`config.mk`:
```
export PLATFORM = sky130hd
export DESIGN_NAME = instr_decode_queue
export DESIGN_NICKNAME = d
export VERILOG_FILES = /design/src/rtl/instr_decode_queue.sv
export SDC_FILE = /design/constraint.sdc
export NUM_CORES = 1
export LEC_CHECK = 0
export ABC_AREA = 0
export CORE_ASPECT_RATIO = 1.25
export CORE_UTILIZATION = 40
export DETAILED_ROUTE_END_ITERATION = 6
export PLACE_DENSITY = 0.69
export SETUP_SLACK_MARGIN = 0.5
export SYNTH_ARGS = -nofsm -noshare
export SYNTH_HDL_FRONTEND = slang
export SYNTH_SLANG_ARGS = --single-unit
```
`constraint.sdc`:
```
create_clock -name clk -period 3.7 [get_ports clk]
set_input_delay 0.555 -clock clk [delete_from_list [all_inputs] [get_ports clk]]
set_output_delay 0.555 -clock clk [all_outputs]
set_load 0.05 [all_outputs]
```
`src/rtl/instr_decode_queue.sv`:
```
// Instruction buffer between fetch and decode: DEPTH-entry circular queue with
// valid/ready handshakes, one-cycle flush and MIPS field decode of the head entry.
// Optional macro DECODE_QUEUE_PC_EN stores a PC with each entry (in_pc/out_pc).
//
// Handshake: a transfer happens on a rising edge where valid and ready are both 1;
// in_ready never depends on in_valid, and out_valid never depends on out_ready.
module instr_decode_queue #(
  parameter int DEPTH = 4,
  parameter int XLEN  = 32
) (
  input  logic                       clk,
  input  logic                       rst,
  input  logic                       flush,
  input  logic                       in_valid,
  output logic                       in_ready,
  input  logic [31:0]                in_instr,
`ifdef DECODE_QUEUE_PC_EN
  input  logic [31:0]                in_pc,
  output logic [31:0]                out_pc,
`endif
  output logic                       out_valid,
  input  logic                       out_ready,
  output logic [5:0]                 op,
  output logic [4:0]                 rs,
  output logic [4:0]                 rt,
  output logic [4:0]                 rd,
  output logic [4:0]                 shamt,
  output logic [5:0]                 funct,
  output logic [15:0]                imm,
  output logic [XLEN-1:0]            imm_sext,
  output logic [XLEN-1:0]            imm_zext,
  output logic [25:0]                target,
  output logic [$clog2(DEPTH+1)-1:0] count
);

  localparam int PW = $clog2(DEPTH);
  localparam int CW = $clog2(DEPTH+1);
  localparam logic [CW-1:0] FULL_CNT = CW'(DEPTH);

  logic [31:0]   instr_mem [DEPTH];
  logic [PW-1:0] wr_ptr;
  logic [PW-1:0] rd_ptr;
  logic [CW-1:0] count_q;
  logic          push;
  logic          pop;
  logic [31:0]   head;

  assign in_ready  = !flush && (count_q < FULL_CNT);
  assign out_valid = (count_q != '0);
  assign push      = in_valid && in_ready;
  assign pop       = out_valid && out_ready;
  assign count     = count_q;

  // Pointer and occupancy bookkeeping; reset and flush both empty the queue.
  always_ff @(posedge clk) begin
    if (rst || flush) begin
      wr_ptr  <= '0;
      rd_ptr  <= '0;
      count_q <= '0;
    end else begin
      if (push) wr_ptr <= wr_ptr + PW'(1);
      if (pop)  rd_ptr <= rd_ptr + PW'(1);
      case ({push, pop})
        2'b10:   count_q <= count_q + CW'(1);
        2'b01:   count_q <= count_q - CW'(1);
        default: count_q <= count_q;
      endcase
    end
  end

  // Storage is deliberately left uncleared by reset; emptiness is tracked by count.
  always_ff @(posedge clk) begin
    if (push && !rst) instr_mem[wr_ptr] <= in_instr;
  end

  // Gating on out_valid keeps every decoded field at zero while the queue is empty.
  assign head = out_valid ? instr_mem[rd_ptr] : 32'h0;

  always_comb begin
    op       = head[31:26];
    rs       = head[25:21];
    rt       = head[20:16];
    rd       = head[15:11];
    shamt    = head[10:6];
    funct    = head[5:0];
    imm      = head[15:0];
    imm_sext = XLEN'($signed(head[15:0]));
    imm_zext = XLEN'(head[15:0]);
    target   = head[25:0];
  end

`ifdef DECODE_QUEUE_PC_EN
  logic [31:0] pc_mem [DEPTH];

  always_ff @(posedge clk) begin
    if (push && !rst) pc_mem[wr_ptr] <= in_pc;
  end

  assign out_pc = out_valid ? pc_mem[rd_ptr] : 32'h0;
`endif

endmodule
```
# Word-level counts from Yosys, hierarchy flattened
# Memories as Yosys holds them, arrays and structs flattened. A register that Yosys moved wholly into a read port is not among the register bits.
# Cells that the tools add are included.
[classes] n_eq_ne=2 n_lt_le_gt_ge=1 n_mul=0 bitwise=0 reduce_logical=9 n_shift=0 n_mux=6 div_mod_pow=0 n_addsub=4
[ops] op="$mux W32" count=1
[ops] op="$pmux W3 S2" count=1
[ops] op="$add A2 B1 Y2 const B" count=2
[ops] op="$logic_and A1 B1 Y1" count=4
[ops] op="$mux W2" count=2
[ops] op="$add A3 B1 Y3 const B" count=1
[ops] op="$lt A3 B3 Y1 const B" count=1
[ops] op="$reduce_bool A3 Y1" count=1
[ops] op="$sub A3 B1 Y3 const B" count=1
[ops] op="$eq A2 B1 Y1 const B" count=1
[ops] op="$eq A2 B2 Y1 const B" count=1
[ops] op="$logic_not A1 Y1" count=2
[ops] op="$mux W1" count=2
[ops] op="$reduce_bool A2 Y1" count=1
[ops] op="$logic_or A1 B1 Y1" count=1
[totals] n_memories=1 mem_bits_rw=128 mem_bits_ro=0 latchBits=0 word_cells=26 regBits=7 output_inout_bits=143
[mem_list] name="instr_mem" words=4 word_bits=32 read_ports=1 rd_clocked_by_memory_dff=1 write_ports=1 line="40" source="logic [31:0] instr_mem [DEPTH];"

# Logic depth before layout (Yosys ltp)
# Gate-level depths: netlist (run 1).
[logic_depth] ltp_word=6 depth_mapped=8

# Worst setup path after synthesis (run 1)
# OpenSTA, ideal clock, no wires.
[synth_path] kind="register -> output" startpoint="reg count_q[2], in the netlist count[2]" endpoint="out imm_sext[15]" required_ns=3.145 setup_slack_ns=0.301 arrival_ns=2.844 path_stages_with_launch=5 path_buffers=2 path_cell_list="dfxtp_1 -> nor3_2 -> clkbuf_1 -> nor2b_1 -> buf_4"
[synth_between] elab_chain_cells=2
[synth_lines] item="start: declaration" line="43" source="logic [CW-1:0] count_q;"
[synth_lines] item="start signal: assignment" line="64" source="2'b10: count_q <= count_q + CW'(1);"
[synth_lines] item="start signal: assignment" line="65" source="2'b01: count_q <= count_q - CW'(1);"
[synth_lines] item="start signal: assignment" line="66" source="default: count_q <= count_q;"
[synth_lines] item="$reduce_bool A3 Y1" line="49" source="assign out_valid = (count_q != '0);"
[synth_lines] item="$mux W32" line="77" source="assign head = out_valid ? instr_mem[rd_ptr] : 32'h0;"
[synth_lines] item="end: declaration" line="30" source="output logic [XLEN-1:0] imm_sext,"
# No other way between the ends.

==> results.md, run 1 <==
- Crit-path slowest cell: clkdlybuf4s50_1
- Initial antenna violation count: 1
- Final Cycle Share: 83.9%
- Drt drc: 0
- Tmin final: 3110 ps
- CP Buf/Inv Count: 2
- Ys Warns: 0
- Final Instance Area: 0.00788 mm^2
- Clock Sinks: 137
- WL per Instance: 17.1 um
- P&R area growth vs syn: 28.4%
- Flops & latches, synth: 137
- Max-cap violations: 0
- Clock latency on the worst-skew pair: 410 ps
- Vias in the first global route: 3182
- Global route total overflow: 0
- Post-Synthesis Cells: 363
- GR Util All Layers: 14.9%
- Core area: 0.0150 mm^2
- Cell Area, Placed: 0.00729 mm^2
- Dpl ws: 694 ps
- Distinct cell type count after synthesis: 27
- Max Clk Rate: 0.322 GHz
- Hold WC Path Type: reg -> reg
- Commonest non-fill, non-tap cell in the layout: edfxtp_1
- Worst-path clk slew: 50 ps
- Post-Syn Area: 0.00613 mm^2
- Worst EP arrival: 2550 ps
- CTS tree: yes
- Routed Antenna Nets: 0
- RSZ-0062 raised after global routing: false
- Row cnt: 50
- Filler cell count: 1231
- Setup Crit Path Kind: reg -> out
- GPL Wtd Cong: 0.647
- I/O Buffers: 163
- Total routed wirelength: 11100 um
- Detailed Routing Iterations Pass 1: 6
- Delay-heaviest family, CP: buffers and inverters
- Sum Neg Setup Slack: 0 ps
- CP startpoint kind: flip-flop
- # Post-CTS Setup Buffers: 0
- Post-DR vias/cell: 4.71
- Worst VDD drop: 0.253 mV
- CTS root buffer: clkbuf_16
- Most frequent cells in the layout: edfxtp_1 (128), clkdlybuf4s50_1 (87), dlygate4sd2_1 (45)
- Die ar.: 0.0158 mm^2
- Cts bufs inserted: 17
- PnR worst setup slack: 595 ps
- I/O pin total: 180
- CP max FO: 21
- Clock skew: 20.3 ps
- Initial Util: 41.0%
- Max-slew violation count: 0
- Fraction of layout cells with a size suffix above 1: 17.6%
- Worst-Margin Slew: 522 ps
- Power Dens Cells: 473 mW/mm^2
- Number of diodes: 0
- Critical Path RT: 3140 ps
- CP Capture Type: output pin
- # H-tree levels: 4
- Rel. slew slack: 65.1%
- Hold Buf Count CTS: 0
- First-pass GRT wire length: 17100 um
- Leakage: 3.32 nW
- CTS Buffer Depth: 2
- Nets: 497
- Post-synthesis sequential area ratio: 65.6%
- Via count: 3052
- Final setup vio count: 0
- Horiz. Die Dim: 113 um
- Post-DP HPWL: 7470 um
- Critical Path, Cell by Cell: buf_4 > mux4_2 > nor2b_1 > clkdlybuf4s50_1
- Vertical die dimension: 140 um
- Largest net degree at the start of global routing: 33
- Syn Area/Cell: 16.9 um^2
- Final hold vios: 0
- Initial detailed-routing violation count: 119
- Status: finished, final reports clean
- CP max stage delay: 890 ps
## final cells by class
| type | instances | area, um^2 | area share (%) |
|---|---|---|---|
| sequential | 137 | 4030 | 51.1 |
| timing repair buffer | 174 | 1760 | 22.4 |
| multi-input combinational | 117 | 1270 | 16.1 |
| clock buffer | 18 | 429 | 5.45 |
| tap | 182 | 228 | 2.89 |
| clock inverter | 13 | 130 | 1.65 |
| inverter | 7 | 26.3 | 0.334 |
## worst register-to-register path, cell delays in order (launching register included)
cell     delay, ps
dfxtp_1        400
or3b_2         500
nor2_1         190
and2_2         460
buf_4          310
## what timing repair did
action	4_1_cts	5_1_grt
setup endpoints to repair	69	31
gates cloned	0	0
resized for setup	47	31
## cells in the mapped netlist
cell type,count,share of area [%]
a21oi_1,3,0.24
and2_1,4,0.41
and2b_1,4,0.49
buf_12,2,0.65
buf_2,3,0.24
buf_4,106,13
buf_6,2,0.37
clkbuf_1,4,0.24
conb_1,1,0.061
dfxtp_1,9,2.9
edfxtp_1,128,63
fa_1,1,0.33
ha_1,5,1.0
inv_1,7,0.43
mux2i_1,1,0.16
mux4_2,32,12
nand2_1,1,0.061
nor2_1,9,0.55
nor2b_1,29,3.0
nor3_2,1,0.16
o21ai_0,2,0.16
o31ai_1,1,0.12
or2_2,1,0.10
or3_1,2,0.20
or3b_2,1,0.14
xnor2_1,1,0.14
xor2_1,3,0.43
## state kept, by name, summed over array words and instances (netlist names), named ones only
name	cells
wr_ptr	2
instr_mem	128
count	3
rd_ptr	2
## through the flow
stage	total power, W	instances	hold slack (ps)	utilization (%)
2_1_floorplan	0.00210	378	459	-
3_3_place_gp	0.00220	617	473	48.7
3_5_place_dp	0.00220	617	492	48.7
4_1_cts	0.00377	648	544	52.2
5_1_grt	0.00386	648	581	52.7
6_report	0.00373	648	534	52.7
## worst paths after layout
check                     end  slack (ps)  cells after the start      start
max                    imm[6]         590                      4  flip-flop
min                 flip-flop         530                      2  rd_ptr[1]
max reg2reg  instr_mem[1][21]        1540                      4   count[2]
min reg2reg         flip-flop         530                      2  rd_ptr[1]
## kinds of logic after synthesis
group,share of synthesized area (%)
flops,65.6
xor+xnor,0.571
compound gates,0.530
buf+inv,14.9
other cells,0.0611
fa+ha+maj,1.35
simple gates,5.08
mux,11.9
## report_power, final
part | internal (W) | switching, W | leakage, nW | total (W)
Clock | 0.000979 | 0.000595 | 0.261 | 0.00157
Combinational | 0.000135 | 0.000301 | 1.82 | 0.000436
Sequential | 0.00171 | 0.00000642 | 1.23 | 0.00172
## layer usage
metal | part of all wire, % | up-vias | track usage (%)
met5 | 0 | - | 0
met4 | 1.0 | 0 | 5.82
met3 | 5.3 | 8 | 4.41
met2 | 56 | 131 | 27.9
met1 | 37 | 1526 | 15.3
li1 | - | 1387 | -
Power figures use the tool's default switching activity.
==> inputs of run 2 (changes only) <==
--- a/config.mk
+++ b/config.mk
@@ -9,7 +9,7 @@
 export CORE_ASPECT_RATIO = 1.25
 export CORE_UTILIZATION = 40
 export DETAILED_ROUTE_END_ITERATION = 6
-export PLACE_DENSITY = 0.69
+export PLACE_DENSITY = 0.72
 export SETUP_SLACK_MARGIN = 0.5
 export SYNTH_ARGS = -nofsm -noshare
 export SYNTH_HDL_FRONTEND = slang
==> constraint.sdc (replaced) <==
create_clock -name clk -period 2.7 [get_ports clk]
set_input_delay 0.405 -clock clk [delete_from_list [all_inputs] [get_ports clk]]
set_output_delay 0.405 -clock clk [all_outputs]
set_load 0.05 [all_outputs]
==> run 2 against run 1 <==
  * Cell count is 1.7% higher
  * Non-clock buffer count up 10
  * First-iteration DRC count is 65% higher
  * Final area rose by 9.3%
  * Die area did not move
  * Worst setup slack worse by 250 ps
  * Critical endpoint is now imm_sext[29]
  * Largest cell class unchanged
==> results.md, run 2 (same netlist as run 1, synthesis figures left out) <==
- Status: finished, final reports clean
- Cts bufs inserted: 17 (unchanged)
- GR Util All Layers: 14.6% (-0.28 points)
- CTS root buffer: clkbuf_16
- Reg2Reg Depth: 7 (+3)
- Clock skew: 10.3 ps (-10.0 ps)
- Leakage: 3.11 nW (-6.2%)
- Worst-Margin Slew: 497 ps (-25.3 ps)
- Max-slew violation count: 0 (unchanged)
- I/O pin total: 180 (unchanged)
- Worst-path clk slew: 60 ps (about the same)
- Largest net degree at the start of global routing: 35 (+6.1%)
- WL per Instance: 17.1 um (about the same)
- Final hold vios: 0 (unchanged)
- CTS tree: yes
- P&R area growth vs syn: 40.3%
- Detailed Routing Iterations Pass 1: 6 (unchanged)
- First-pass GRT wire length: 17300 um (+1.1%)
- CP max FO: 5 (-76%)
- Vias in the first global route: 3254 (+2.3%)
- Inst Count DP: 621 (+0.65%)
- CP Capture Type: output pin
- RSZ-0062 raised after global routing: true
- Total routed wirelength: 11300 um (+1.6%)
- Post-DP HPWL: 7420 um (-0.61%)
- Horiz. Die Dim: 113 um (unchanged)
- Row cnt: 50 (unchanged)
- I/O Buffers: 163 (unchanged)
- Number of diodes: 0 (unchanged)
- Final Cycle Share: 87.2%
- Tmin final: 2350 ps
- Nets: 507 (+2.0%)
- Fraction of layout cells with a size suffix above 1: 50.7% (+33 points)
- Worst Hold Depth: 2 (unchanged)
- Clock latency on the worst-skew pair: 410 ps (about the same)
- Commonest non-fill, non-tap cell in the layout: edfxtp_1
- Sum Neg Setup Slack: 0 ps (unchanged)
- Max-cap violations: 0 (unchanged)
- Biggest register: instr_mem
- Via count: 3150 (+3.2%)
- CTS Buffer Depth: 2 (unchanged)
- Worst EP arrival: 1950 ps (-600 ps)
- Post-DR vias/cell: 4.78 (+1.5%)
- Clock Sinks: 137 (unchanged)
- Post-route non-filler standard cell count: 659 (+1.7%)
- Max Clk Rate: 0.425 GHz
- Rel. slew slack: 66.8% (+1.7 points)
- Hold WC Path Type: reg -> reg
- Setup Crit Path Kind: reg -> out
- Die ar.: 0.0158 mm^2 (unchanged)
- Vertical die dimension: 140 um (unchanged)
- Power Dens Cells: 609 mW/mm^2 (+29%)
- Global route total overflow: 0 (unchanged)
- Initial antenna violation count: 0 (-1)
- # H-tree levels: 4 (unchanged)
- Initial detailed-routing violation count: 196 (+65%)
- Worst VDD drop: 0.422 mV (+67%)
- Initial Util: 41.0% (unchanged)
- Most frequent cells in the layout: edfxtp_1 (128), buf_12 (55), buf_4 (48)
- Largest register FFs: 128 (unchanged)
- Core area: 0.0150 mm^2 (unchanged)
- Critical Path RT: 2300 ps (-840 ps)
- Routed Antenna Nets: 0 (unchanged)
- GPL Wtd Cong: 0.788 (+22%)
- Final setup vio count: 0 (unchanged)
- CP startpoint kind: flip-flop
- Drt drc: 0 (unchanged)
==> run 2: area by class of cell <==
type	count	area, um^2
Sequential cell	137	4040
Multi-Input combinational cell	117	1350
Clock inverter	14	136
Timing Repair Buffer	184	2400
Inverter	7	26.3
Fill cell	1139	6350
Clock buffer	18	429
Tap cell	182	228
==> run 2: worst paths after layout <==
| check | startpoint | endpoint | slack [ps] |
|---|---|---|---|
| setup / recovery | flip-flop | imm_sext[29] | 350 |
| hold / removal | rd_ptr[1] | flip-flop | 500 |
| setup reg to reg | count[2] | count[2] | 670 |
| hold reg to reg | rd_ptr[1] | flip-flop | 500 |
==> run 2: what timing repair did <==
action                     4_1_cts  5_1_grt
cloned                           3        1
hold buffers                     0        0
setup endpoints to repair      123      122
gates resized for setup         13       46
buffers inserted                 2        0
==> run 2: critical path, cell delays in order (launching register included) <==
cell and delay (ps):
dfxtp_4 440, mux4_2 510, nor2b_4 150, buf_12 150, buf_16 140, buf_12 140
==> run 2: metrics by stage <==
step	worst slack (ps)	util, %	total power (W)	area, um^2	hold slack [ps]
3_5_place_dp	187	51.5	0.00309	7700	478
2_1_floorplan	502	-	0.00289	6280	459
4_1_cts	321	56.3	0.00527	8410	494
6_report	346	57.6	0.00524	8610	497
3_3_place_gp	307	51.5	0.00308	7700	468
5_1_grt	297	57.6	0.00539	8610	575
==> run 2: power breakdown <==
group	switching [W]	total [W]	internal [W]	leakage, nW
combinational	0.000447	0.000731	0.000285	1.61
sequential	0.00000905	0.00235	0.00234	1.23
clock	0.000873	0.00216	0.00129	0.274
==> run 2: per-layer routing <==
layer	GRT usage [%]	wire (um)	vias to the layer above
li1	-	-	1413
met1	17.1	4460	1581
met2	25.5	6060	142
met3	4.28	623	14
met4	4.91	138	0
met5	0	0	-
